## src/rtl/pcie_dllp_crc_gen.sv

```systemverilog
// DLLP CRC generator: folds a 4-byte DLLP body through the 16-bit DLLP CRC one byte per clock,
// then holds body plus inverted CRC for the downstream handshake; 4 cycles accept->valid, stalls input while output is held.
module pcie_dllp_crc_gen #(
  parameter logic [15:0] CRC_INIT = 16'hFFFF
) (
  input  logic        clk_i,
  input  logic        rst_i,
  input  logic        in_valid_i,
  output logic        in_ready_o,
  input  logic [31:0] in_dllp_i,
  output logic        out_valid_o,
  input  logic        out_ready_i,
  output logic [47:0] out_dllp_o,
  output logic [15:0] dllp_count_o
);

  typedef enum logic [1:0] {IDLE, CALC, OUT} state_e;

  state_e      state_q;
  logic [31:0] body_q;
  logic [15:0] crc_q;
  logic [15:0] crc_d;
  logic [1:0]  byte_idx_q;
  logic [47:0] out_dllp_q;
  logic [15:0] dllp_count_q;
  logic [7:0]  cur_byte;

  function automatic logic [15:0] crc_byte(input logic [15:0] c_in, input logic [7:0] b);
    logic [15:0] c;
    c = c_in ^ {8'h00, b};
    for (int i = 0; i < 8; i++) begin
      c = c[0] ? ((c >> 1) ^ 16'hD008) : (c >> 1);
    end
    return c;
  endfunction

  always_comb begin
    cur_byte = body_q[7:0];
    unique case (byte_idx_q)
      2'd0: cur_byte = body_q[7:0];
      2'd1: cur_byte = body_q[15:8];
      2'd2: cur_byte = body_q[23:16];
      2'd3: cur_byte = body_q[31:24];
      default: cur_byte = body_q[7:0];
    endcase
  end

  assign crc_d = crc_byte(crc_q, cur_byte);

  // Ready in OUT follows out_ready_i so a new body can enter on the delivery cycle.
  assign in_ready_o   = (state_q == IDLE) || ((state_q == OUT) && out_ready_i);
  assign out_valid_o  = (state_q == OUT);
  assign out_dllp_o   = out_dllp_q;
  assign dllp_count_o = dllp_count_q;

  always_ff @(posedge clk_i) begin
    if (rst_i) begin
      state_q      <= IDLE;
      body_q       <= 32'h0;
      crc_q        <= CRC_INIT;
      byte_idx_q   <= 2'd0;
      out_dllp_q   <= 48'h0;
      dllp_count_q <= 16'h0;
    end else begin
      unique case (state_q)
        IDLE: begin
          if (in_valid_i) begin
            body_q     <= in_dllp_i;
            crc_q      <= CRC_INIT;
            byte_idx_q <= 2'd0;
            state_q    <= CALC;
          end
        end
        CALC: begin
          crc_q      <= crc_d;
          byte_idx_q <= byte_idx_q + 2'd1;
          if (byte_idx_q == 2'd3) begin
            out_dllp_q <= {~crc_d, body_q};
            state_q    <= OUT;
          end
        end
        OUT: begin
          if (out_ready_i) begin
            dllp_count_q <= dllp_count_q + 16'd1;
            if (in_valid_i) begin
              body_q     <= in_dllp_i;
              crc_q      <= CRC_INIT;
              byte_idx_q <= 2'd0;
              state_q    <= CALC;
            end else begin
              state_q <= IDLE;
            end
          end
        end
        default: state_q <= IDLE;
      endcase
    end
  end

endmodule

```

## config.mk

```make
export PLATFORM = sky130hd
export DESIGN_NAME = pcie_dllp_crc_gen
export DESIGN_NICKNAME = d
export VERILOG_FILES = /design/src/rtl/pcie_dllp_crc_gen.sv
export SDC_FILE = /design/constraint.sdc
export NUM_CORES = 1
export LEC_CHECK = 0
export BUFFER_PORTS_ARGS = -buffer_cell sky130_fd_sc_hd__buf_2
export CORE_MARGIN = 1.5
export CORE_UTILIZATION = 35
export DETAILED_ROUTE_END_ITERATION = 8
export GPL_TIMING_DRIVEN = 0
export PLACE_DENSITY = 0.66
export SETUP_SLACK_MARGIN = 0.05
export SLEW_MARGIN = 20
export SYNTH_ARGS = -nofsm -noshare
export SYNTH_HDL_FRONTEND = slang
export SYNTH_SLANG_ARGS = --single-unit
```

## constraint.sdc

```tcl
create_clock -name clk_i -period 2.7 [get_ports clk_i]
set_input_delay 0 -clock clk_i [delete_from_list [all_inputs] [get_ports clk_i]]
set_output_delay 0 -clock clk_i [all_outputs]
set_load 0.01 [all_outputs]
```

### Word-level counts from Yosys, hierarchy flattened

Index checks and enable logic that the tools add are counted.

* flip-flop bits (word level): 116
* output and inout port bits: 66
* input port bits: 36

* equal/unequal tests: 8
* $add $sub $neg: 2
* reductions and logical operators: 11
* muxes and demuxes: 23
* bitwise operators: 10

Operator list (count)
* two-way mux 16 bit: 10
* two-way mux 32 bit: 2
* one-hot mux 32 bit (2 select lines): 1
* one-hot mux 16 bit (3 select lines): 1
* inverter 3 -> 4 bit: 8
* one-hot mux 8 bit (4 select lines): 1
* adder 16 x 1 -> 16 bit, second input constant: 1
* inverter 16 bit: 1
* XOR 16 x 8 -> 16 bit: 1
* one-hot mux 2 bit (3 select lines): 2
* two-way mux 2 bit: 5
* AND reduction 2 bit: 4
* equality test 2 bit, second input constant: 3
* equality test 2 x 1 -> 1 bit, second input constant: 2
* zero test 2 bit: 2
* != test 2 bit, second input constant: 2
* AND reduction 3 bit: 1
* nonzero test 3 bit: 1
* adder 2 x 1 -> 2 bit, second input constant: 1
* != test 2 x 1 -> 1 bit, second input constant: 1
* nonzero test 2 bit: 1
* logical AND 1 bit: 1
* logical OR 1 bit: 1
* two-way mux 1 bit: 1

### Depth between registers and ports, before layout

Gate-level depths: netlist of run 1.

* depth in word-level cells: 20
* gate-level depth with buffers: 10
* gate-level depth less buffers: 9

### Worst setup path before layout of run 1

No wires, ideal clock.

* path kind: register -> register
* from: register byte_idx_q[1]
* to: register crc_q[12]
* setup time: 0.117 ns
* stages on the path, launching flop included: 11
* path buffers: 1
* arrival: 2.321 ns
* slack: 0.262 ns
* required time: 2.583 ns
* path through: dfxtp_1 > inv_1 > ha_1 > buf_6 > a222oi_1 > mux2i_1 > xnor2_2 > xnor2_2 > xnor3_1 > o21ai_0 > nand2_1

* word-level cells in the longest chain between the ends: 15
* elaborated cells on any way between the ends: 20

Ends and longest elaborated chain
* from (decl): RTL line 23 `logic [1:0] byte_idx_q;`
* from (signal assigned): RTL line 76 `byte_idx_q <= byte_idx_q + 2'd1;`
* equality test 2 bit, or another cell as far along: RTL line 39 `unique case (byte_idx_q)`
* one-hot mux 8 bit (4 select lines) (*): RTL line 39
* XOR 16 x 8 -> 16 bit (*): RTL line 30 `c = c_in ^ {8'h00, b};`
* inverter 3 -> 4 bit (no source line)
* two-way mux 16 bit (*) (5 in series): RTL line 32 `c = c[0] ? ((c >> 1) ^ 16'hD008) : (c >> 1);`
* inverter 3 -> 4 bit (no source line)
* two-way mux 16 bit (*) (2 in series): RTL line 32
* inverter 3 -> 4 bit (no source line)
* two-way mux 16 bit (*): RTL line 32
* one-hot mux 16 bit (3 select lines) (*): RTL line 65 `unique case (state_q)`
* to (signal assigned): RTL line 75 `crc_q <= crc_d;`
* to (decl): RTL line 21 `logic [15:0] crc_q;`

Every way passes the cells marked *; elsewhere a longest branch is shown, timed or not.
A chain may end at the register's enable or synchronous reset.

### Final worst setup path of run 1

* from: register byte_idx_q[1]
* to: register crc_q[9]

* word-level cells in the longest chain between the ends: 14
* elaborated cells on any way between the ends: 18

Ends and longest elaborated chain (RTL line)
* equality test 2 bit, or another cell as far along: 39
* one-hot mux 8 bit (4 select lines) (*): 39
* XOR 16 x 8 -> 16 bit (*): 30
* two-way mux 16 bit (*) (2 in series): 32
* inverter 3 -> 4 bit (no source line)
* two-way mux 16 bit (*) (2 in series): 32
* inverter 3 -> 4 bit (no source line)
* two-way mux 16 bit (*) (4 in series): 32
* one-hot mux 16 bit (3 select lines) (*): 65

Marks and branches as above.

==> results of run 1 <==
## stage by stage
| stage | power [W] | instance area [um2] | setup TNS [ns] | cells |
|---|---|---|---|---|
| floorplan | 0.00227 | 4760 | 0 | 569 |
| global placement | 0.00241 | 5480 | -0.918 | 845 |
| detailed placement | 0.00241 | 5480 | -0.950 | 845 |
| CTS | 0.00479 | 6540 | 0 | 920 |
| global route | 0.00510 | 6730 | 0 | 927 |
| finish | 0.00491 | 6730 | 0 | 927 |
## layout by cell type (no fill, tap or decap), drive strengths merged
cell type and count:
o22ai 7, mux2i 9, nand3 4, xnor3 2
nor3 5, nand4 2, and3 2, and4 2
a211oi 7, bufinv 3, inv 14, a21oi 79
or2 7, nor2 36, nand2b 10, xor2 18
a222oi 8, and2 4, xnor2 25, clkbuf 54
nor2b 7, o21a 1, nand2 150, clkinv 6
clkinvlp 1, buf 124, a22oi 1, ha 5
o21ai 8, dfxtp 116, dlygate4sd3 34
## per-layer routing
layer | wire [um] | vias to the layer above | GRT usage, %
li1 | - | 2207 | -
met1 | 6040 | 2028 | 24.9
met2 | 6300 | 113 | 30.4
met3 | 767 | 21 | 4.75
met4 | 210 | 0 | 6.70
met5 | 0 | - | 0
## logic make-up after synthesis
group                      Yosys count  synth area share, %
and+or+nand+nor                    229                 20.2
DFF                                116                 48.8
AOI/OAI and AO/OA                  111                 13.2
buffers and inverters               54                 4.73
xor gates and xnor gates            45                 9.96
muxes                                9                 1.89
adders and majority gates            5                 1.31
## power groups by stage
stage          Combinational [W]  Sequential, W  Clock [W]
6_report                0.000818        0.00184    0.00225
5_1_grt                 0.000878        0.00185    0.00237
4_1_cts                 0.000680        0.00183    0.00228
3_5_place_dp            0.000546        0.00187          0
3_3_place_gp            0.000545        0.00187          0
2_1_floorplan           0.000417        0.00185          0
## flip-flops by register name (all words and copies together) (netlist names)
| signal | cells |
|---|---|
| out_dllp_o | 48 |
| state_q | 2 |
| dllp_count_o | 16 |
| byte_idx_q | 2 |
| crc_q | 16 |
| body_q | 32 |
## worst max-delay path, cell delays in order (launching register included)
cell and delay (ns):
dfxtp_4 0.39, inv_4 0.05, ha_4 0.18, a222oi_1 0.51, mux2i_1 0.23, xnor2_2 0.27, buf_4 0.20, xor2_4 0.17
xnor2_2 0.14, a21oi_2 0.08, or2_4 0.26
## cell type report
class | count | area [um2]
fillers | 1271 | 6510
plain buffers | 38 | 160
clock buffers | 21 | 460
multi-input cells | 399 | 2380
clock inverters | 10 | 131
flip-flops and latches | 116 | 2330
well taps | 176 | 220
repair buffers | 153 | 987
inverters | 14 | 57.6
## worst max-delay path by stage
stage                   from        endpoint
4_1_cts        byte_idx_q[1]       crc_q[12]
3_3_place_gp   byte_idx_q[0]  out_dllp_o[43]
6_report       byte_idx_q[1]        crc_q[9]
3_5_place_dp   byte_idx_q[0]       crc_q[11]
2_1_floorplan  byte_idx_q[1]       crc_q[12]
5_1_grt        byte_idx_q[1]        crc_q[9]
## repair_timing
item | 4_1_cts | 5_1_grt
resized for setup | 14 | 25
pin swaps | 12 | 19
hold endpoints to repair | 34 | 0
cloned | 0 | 0
setup buffers | 10 | 9
endpoints found under the setup margin | 12 | 13
hold buffers | 34 | 0
==> flow_summary.yaml, run 1 <==
yosys:
  synth_area_um2: 4760
  avgSynthCellArea_um2: 8.37
  yosys_warnings: 0
  synth-seq-area-share_pct: 48.8
  ys_top_cells_by_area: "dfxtp_1, nand2_1, a21oi_1"
  netlist.area_leader.share_pct: 48.8
  syn_inst: 569
  yosysTopAreaCell: "dfxtp_1"
  synth_ff_type: "dfxtp_1"
  synth_common_cells: "nand2_1, dfxtp_1, a21oi_1, nor2_1, clkbuf_1"
  ys_types: 32
  synth_nets: 610
  ys_ff_latch: 116
  synth.most_common_cell: "nand2_1"
  synthArstFlopShare_pct: 0
  synth_edf_count: 0
die:
  die-area_um2: 14300
  num_rows: 42
  die_h_um: 120
  core_um2: 13200
  die_x_um: 120
  start_util_pct: 36.0
  ios: 102
critical_path:
  regToRegSetupSlack_ns: 0.09
  worstReg2RegEnd: "crc_q[9]"
  reg2reg_depth: 10
  path_max_fanout: 8
  rr_startpoint: "byte_idx_q[1]"
  end_kind: "flop"
  cp-start-kind: "flop"
  critical_path_class: "reg -> reg"
  arrival_ns: 2.92
  cp.required_ns: 3.00
min_path:
  holdPathStages: 3
  min_to: "body_q[13]"
  hold_path_startpoint: "rst_i"
  hold_path_class: "in -> reg"
route:
  wl_per_cell_um: 14.4
  drc_errors: 0
  firstDrtPassIters: 7
  drt-total-wl_um: 13300
  drt_iter0_markers: 289
  vias: 4369
  detail-route-antenna-nets: 0
  vias_per_cell: 4.71
pwr:
  swShare_pct: 24.8
  seq_power_share_pct: 37.5
  p_comb_share_pct: 16.7
  cellInternalPower_w: 0.00369
  leakage_nw: 2.78
  p_switching_w: 0.00122
  peakVddDrop_mv: 0.492
  power_frac_clock_pct: 45.8
  power.density_nw_per_um2: 729
clock_network:
  clkSinkCount: 116
  clk_path_buf_depth: 2
  cts_tree: "yes"
  clk_pin_slew_worst_paths_ns: 0.05
  root_buffer: "clkbuf_16"
  htree_levels: 4
  cts_buffers: 17
  insertion_delay_ns: 0.42
global_route:
  antenna_found_initial: 0
  gr-usage-all-layers_pct: 19.0
  grt_pass1_wl_um: 21000
  grt_pass1_vias: 4141
  grt_overflow: 0
  grt_max_degree: 17
timing:
  fmax_mhz: 383
  fin_hold_ws_ns: 0.176
  fin_skew_ns: 0.0118
  finalSetupViolations: 0
  finalHoldViolations: 0
  rsz0062_at_grt: "true"
  tightest_slew_ns: 0.591
  finalCritPeriodShare_pct: 96.8
  slew_violations: 0
  fin_crit_ns: 2.61
  relSlewSlack_pct: 60.6
  fin_ws_ns: 0.0860
finish:
  nNetsFinal: 780
  antenna_cells: 0
  fin_util_pct: 50.8
  areaGrowthSynthToFinish_pct: 41.3
  drive_above_1_share_pct: 25.0
placement:
  portBuffers: 100
  hpwl_um: 9050
  place_ws_ns: -0.191
  place_congestion: 0.821
outcome:
  status: "finished clean"
flow_run:
  max_cap_viol_count: 0
Note: power is estimated with default switching activity, not from simulation.
==> run 2, diff against run 1 <==
Settings changed: PLACE_DENSITY 0.66 to not set, PLACE_DENSITY_LB_ADDON set to 0.12.
==> flow_summary.yaml, run 2 (same netlist as run 1, synthesis figures left out) <==
outcome:
  status: "finished clean"
route:
  drc_errors: 0
  wl_per_cell_um: 14.2
  firstDrtPassIters: 5
  vias: 4329
  vias_per_cell: 4.66
  detail-route-antenna-nets: 0
  drt_iter0_markers: 235
  drt-total-wl_um: 13200
pwr:
  seq_power_share_pct: 37.7
  leakage_nw: 2.77
  power_frac_clock_pct: 46.1
  cellInternalPower_w: 0.00368
  p_switching_w: 0.00120
  p_comb_share_pct: 16.3
  peakVddDrop_mv: 0.409
  power.density_nw_per_um2: 727
  finalPower_w: 0.00488
  swShare_pct: 24.5
global_route:
  use_met1_pct: 23.3
  grt_pass1_wl_um: 21300
  gr-usage-all-layers_pct: 19.2
  antenna_found_initial: 0
  grt_max_degree: 17
  gr-max-usage-layer: "met2"
  grt_pass1_vias: 4363
  grt_overflow: 0
  grt_util_met2_pct: 32.1
  globalRouteMet3Util_pct: 5.61
min_path:
  holdPathStages: 3
  hold_path_class: "in -> reg"
critical_path:
  critical_path_class: "reg -> reg"
  cp-start-kind: "flop"
  worstReg2RegEnd: "out_dllp_o[44]"
  cp.required_ns: 3.05
  arrival_ns: 3.02
  rr_startpoint: "byte_idx_q[0]"
  crit_start: "byte_idx_q[0]"
  crit_path_end: "out_dllp_o[44]"
  path_max_fanout: 8
  regToRegSetupSlack_ns: 0.02
  end_kind: "flop"
  reg2reg_depth: 9
clock_network:
  insertion_delay_ns: 0.41
  htree_levels: 4
  cts_tree: "yes"
  clkSinkCount: 116
  root_buffer: "clkbuf_16"
  clk_pin_slew_worst_paths_ns: 0.05
  clk_path_buf_depth: 2
  cts_buffers: 17
finish:
  stdcell_count: 929
  antenna_cells: 0
  drive_above_1_share_pct: 24.8
  final_cell_mix: "nand2_1, dfxtp_1, buf_2"
  areaGrowthSynthToFinish_pct: 41.1
  largest_register_ffs: 48
  fill_cells: 1321
  nNetsFinal: 781
  layout_commonest_cell: "nand2_1"
  register_area_um2: 2330
  multiInputGateArea_um2: 2360
timing:
  fin_ws_ns: 0.0223
  fin_skew_ns: 0.00876
  finalHoldViolations: 0
  relSlewSlack_pct: 61.5
  fin_tns_setup_ns: 0
  finalCritPeriodShare_pct: 99.2
  fmax_mhz: 373
  fin_hold_ws_ns: 0.163
  finalSetupViolations: 0
  tightest_slew_ns: 0.578
  slew_violations: 0
  rsz0062_at_grt: "true"
  fin_crit_ns: 2.68
placement:
  dp.cells: 845
  hpwl_um: 9440
  place_ws_ns: -0.245
  place_congestion: 0.788
  portBuffers: 100
die:
  die_h_um: 120
  num_rows: 42
  core_um2: 13200
  start_util_pct: 36.0
  die_x_um: 120
  die-area_um2: 14300
  ios: 102
flow_run:
  max_cap_viol_count: 0
-- run 2: metal layers --
| metal | vias to the layer above | part of all wire, % |
|---|---|---|
| li1 | 2213 | - |
| met1 | 2003 | 44 |
| met2 | 97 | 49 |
| met3 | 16 | 5.4 |
| met4 | 0 | 1.4 |
| met5 | - | 0 |
-- run 2: how the worst min path moves through the flow --
stage                  startpoint              end
floorplan            in_dllp_i[0]        body_q[0]
global placement    in_dllp_i[25]       body_q[25]
detailed placement  in_dllp_i[25]       body_q[25]
CTS                         rst_i  dllp_count_o[4]
global route                rst_i  dllp_count_o[4]
finish                      rst_i       body_q[15]
-- run 2: timing repair --
item	CTS	global route
setup endpoints to repair	11	18
hold endpoints to repair	34	0
hold buffers	34	0
setup buffers	14	6
pin swaps	12	20
resized for setup	10	28
-- run 2: cell type report --
class | count | share of cell area [%]
buffer | 38 | 2.38
clock buffer | 22 | 6.91
clock inverter | 10 | 1.94
inverter | 14 | 0.857
multi-input combinational | 399 | 35.2
sequential | 116 | 34.7
tap | 176 | 3.28
timing repair buffer | 154 | 14.8
-- run 2: worst max-delay path: stages (launching register included) --
cell	delay, ns
dfxtp_4	0.41
inv_4	0.05
ha_4	0.18
a222oi_1	0.50
mux2i_1	0.23
xor2_1	0.29
xnor2_2	0.18
xnor3_2	0.51
o21ai_2	0.15
nor2b_1	0.12
-- run 2: per-stage QoR --
stage / instance area [um2] / util, %
after floorplan: 4760 / -
final: 6720 / 50.7
after detailed placement: 5480 / 41.4
after global routing: 6720 / 50.7
after CTS: 6560 / 49.5
after global placement: 5480 / 41.4
-- run 2: power by group through the flow --
stage | clock, W | sequential, W | combinational, W
after floorplan | 0 | 0.00185 | 0.000417
after global placement | 0 | 0.00187 | 0.000546
after detailed placement | 0 | 0.00187 | 0.000553
after CTS | 0.00229 | 0.00183 | 0.000682
after global routing | 0.00237 | 0.00185 | 0.000861
final | 0.00225 | 0.00184 | 0.000794
==> run 3, diff against run 2 <==
Settings changed: PLACE_DENSITY set to 0.55, PLACE_DENSITY_LB_ADDON 0.12 to not set.
==> flow_summary.yaml, run 3 (same netlist as run 1, synthesis figures left out) <==
pwr:
  power.density_nw_per_um2: 726
  finalPower_w: 0.00490
  leakage_nw: 2.81
  peakVddDrop_mv: 0.462
placement:
  portBuffers: 100
  place_congestion: 0.760
  hpwl_um: 9260
  place_ws_ns: -0.204
  dpl-instance-area_um2: 5480
route:
  detail-route-antenna-nets: 0
  wl_per_cell_um: 14.2
  firstDrtPassIters: 8
  vias_per_cell: 4.73
  vias: 4385
  drt-total-wl_um: 13200
  drt_iter0_markers: 228
  drc_errors: 0
timing:
  rsz0062_at_grt: "true"
  fin_tns_setup_ns: 0
  finalCritPeriodShare_pct: 98.8
  finalHoldViolations: 0
  relSlewSlack_pct: 60.6
  slew_violations: 0
  fin_crit_ns: 2.67
  fmax_mhz: 375
  finalSetupViolations: 0
  tightest_slew_ns: 0.591
  fin_ws_ns: 0.0321
  fin_skew_ns: 0.00952
critical_path:
  cp-start-kind: "flop"
  critical_path_class: "reg -> reg"
  end_kind: "flop"
  cp.required_ns: 3.04
  path_max_fanout: 8
  arrival_ns: 3.01
flow_run:
  max_cap_viol_count: 0
die:
  ios: 102
  num_rows: 42
  die_h_um: 120
  die-area_um2: 14300
  core_um2: 13200
  die_x_um: 120
  start_util_pct: 36.0
finish:
  drive_above_1_share_pct: 25.1
  fill_cells: 1317
  nNetsFinal: 783
  largest_register_ffs: 48
  areaGrowthSynthToFinish_pct: 41.6
  final_cell_mix: "nand2_1, dfxtp_1, buf_2"
  antenna_cells: 0
  final_cell_area_um2: 6740
  layout_commonest_cell: "nand2_1"
global_route:
  gr-usage-all-layers_pct: 19.1
  antenna_found_initial: 0
  grt_overflow: 0
  grt_pass1_wl_um: 21100
  grt_pass1_vias: 4259
  grt_max_degree: 17
clock_network:
  cts_tree: "yes"
  clk_path_buf_depth: 2
  clkSinkCount: 116
  insertion_delay_ns: 0.41
  htree_levels: 4
  root_buffer: "clkbuf_16"
  clk_pin_slew_worst_paths_ns: 0.05
  cts_buffers: 17
outcome:
  status: "finished clean"
min_path:
  hold_path_class: "in -> reg"
[run 3: cell types whose count changed in the layout (fill, tap and decap cells not counted), moves of 3 or more]
cell      before  now
clkbuf_8       2    9
o21ai_0        5    2
o21ai_1        1    6
clkinv_2       5    2
clkbuf_1      36   33
[run 3: timing repair]
item | 4_1_cts | 5_1_grt
hold buffers | 34 | 0
endpoints found under the hold margin | 34 | 0
endpoints found under the setup margin | 10 | 21
buffers inserted | 18 | 3
gates resized for setup | 9 | 31
pin swaps | 14 | 23
[run 3: layout make-up]
cell class                 instances  area [um2]  area share, %
multi-input combinational        399        2380           35.2
sequential                       116        2330           34.5
tap                              176         220           3.27
buffer                            39         171           2.54
timing repair buffer             155        1000           14.9
inverter                          14        55.1          0.816
clock buffer                      26         549           8.14
clock inverter                     3        40.0          0.594
[run 3: path summary, 6_finish.rpt]
kind | end | from | slack [ns] | cells past startpoint
worst min register to register | out_dllp_o[15] | out_dllp_o[15] | 0.45 | 2
worst max register to register | out_dllp_o[43] | byte_idx_q[0] | 0.03 | 11
worst max-delay path | out_dllp_o[43] | byte_idx_q[0] | 0.03 | 11
worst min-delay path | dllp_count_o[0] | rst_i | 0.16 | 3
[run 3: power by group]
part           internal [W]  switching [W]  total (W)  leakage, nW
clock network       0.00147       0.000726    0.00219        0.296
logic              0.000461       0.000404   0.000864         1.57
registers           0.00178      0.0000599    0.00184        0.944
total               0.00371        0.00119    0.00490         2.81
[run 3: metrics by stage]
stage	utilization, %	hold WS [ns]	std cells
2_1_floorplan	-	0.136	569
3_3_place_gp	41.4	0.248	845
3_5_place_dp	41.4	0.252	845
4_1_cts	49.8	0.159	926
5_1_grt	50.9	0.213	928
6_report	50.9	0.162	928
[run 3: critical path: stages, from the launching register on]
cell and delay, ns:
dfxtp_4 0.38, inv_4 0.05, ha_4 0.15, buf_6 0.13, a222oi_1 0.40, mux2i_1 0.21
xor2_1 0.28, xnor2_2 0.17, buf_4 0.15, xnor3_1 0.41, o21ai_1 0.14, nor2b_1 0.14
[run 3: per-layer routing]
metal	wire length [um]	vias up	GRT usage [%]
li1	-	2210	-
met1	5710	2058	23.7
met2	6580	106	31.4
met3	751	11	5.37
met4	132	0	7.37
met5	0	-	0
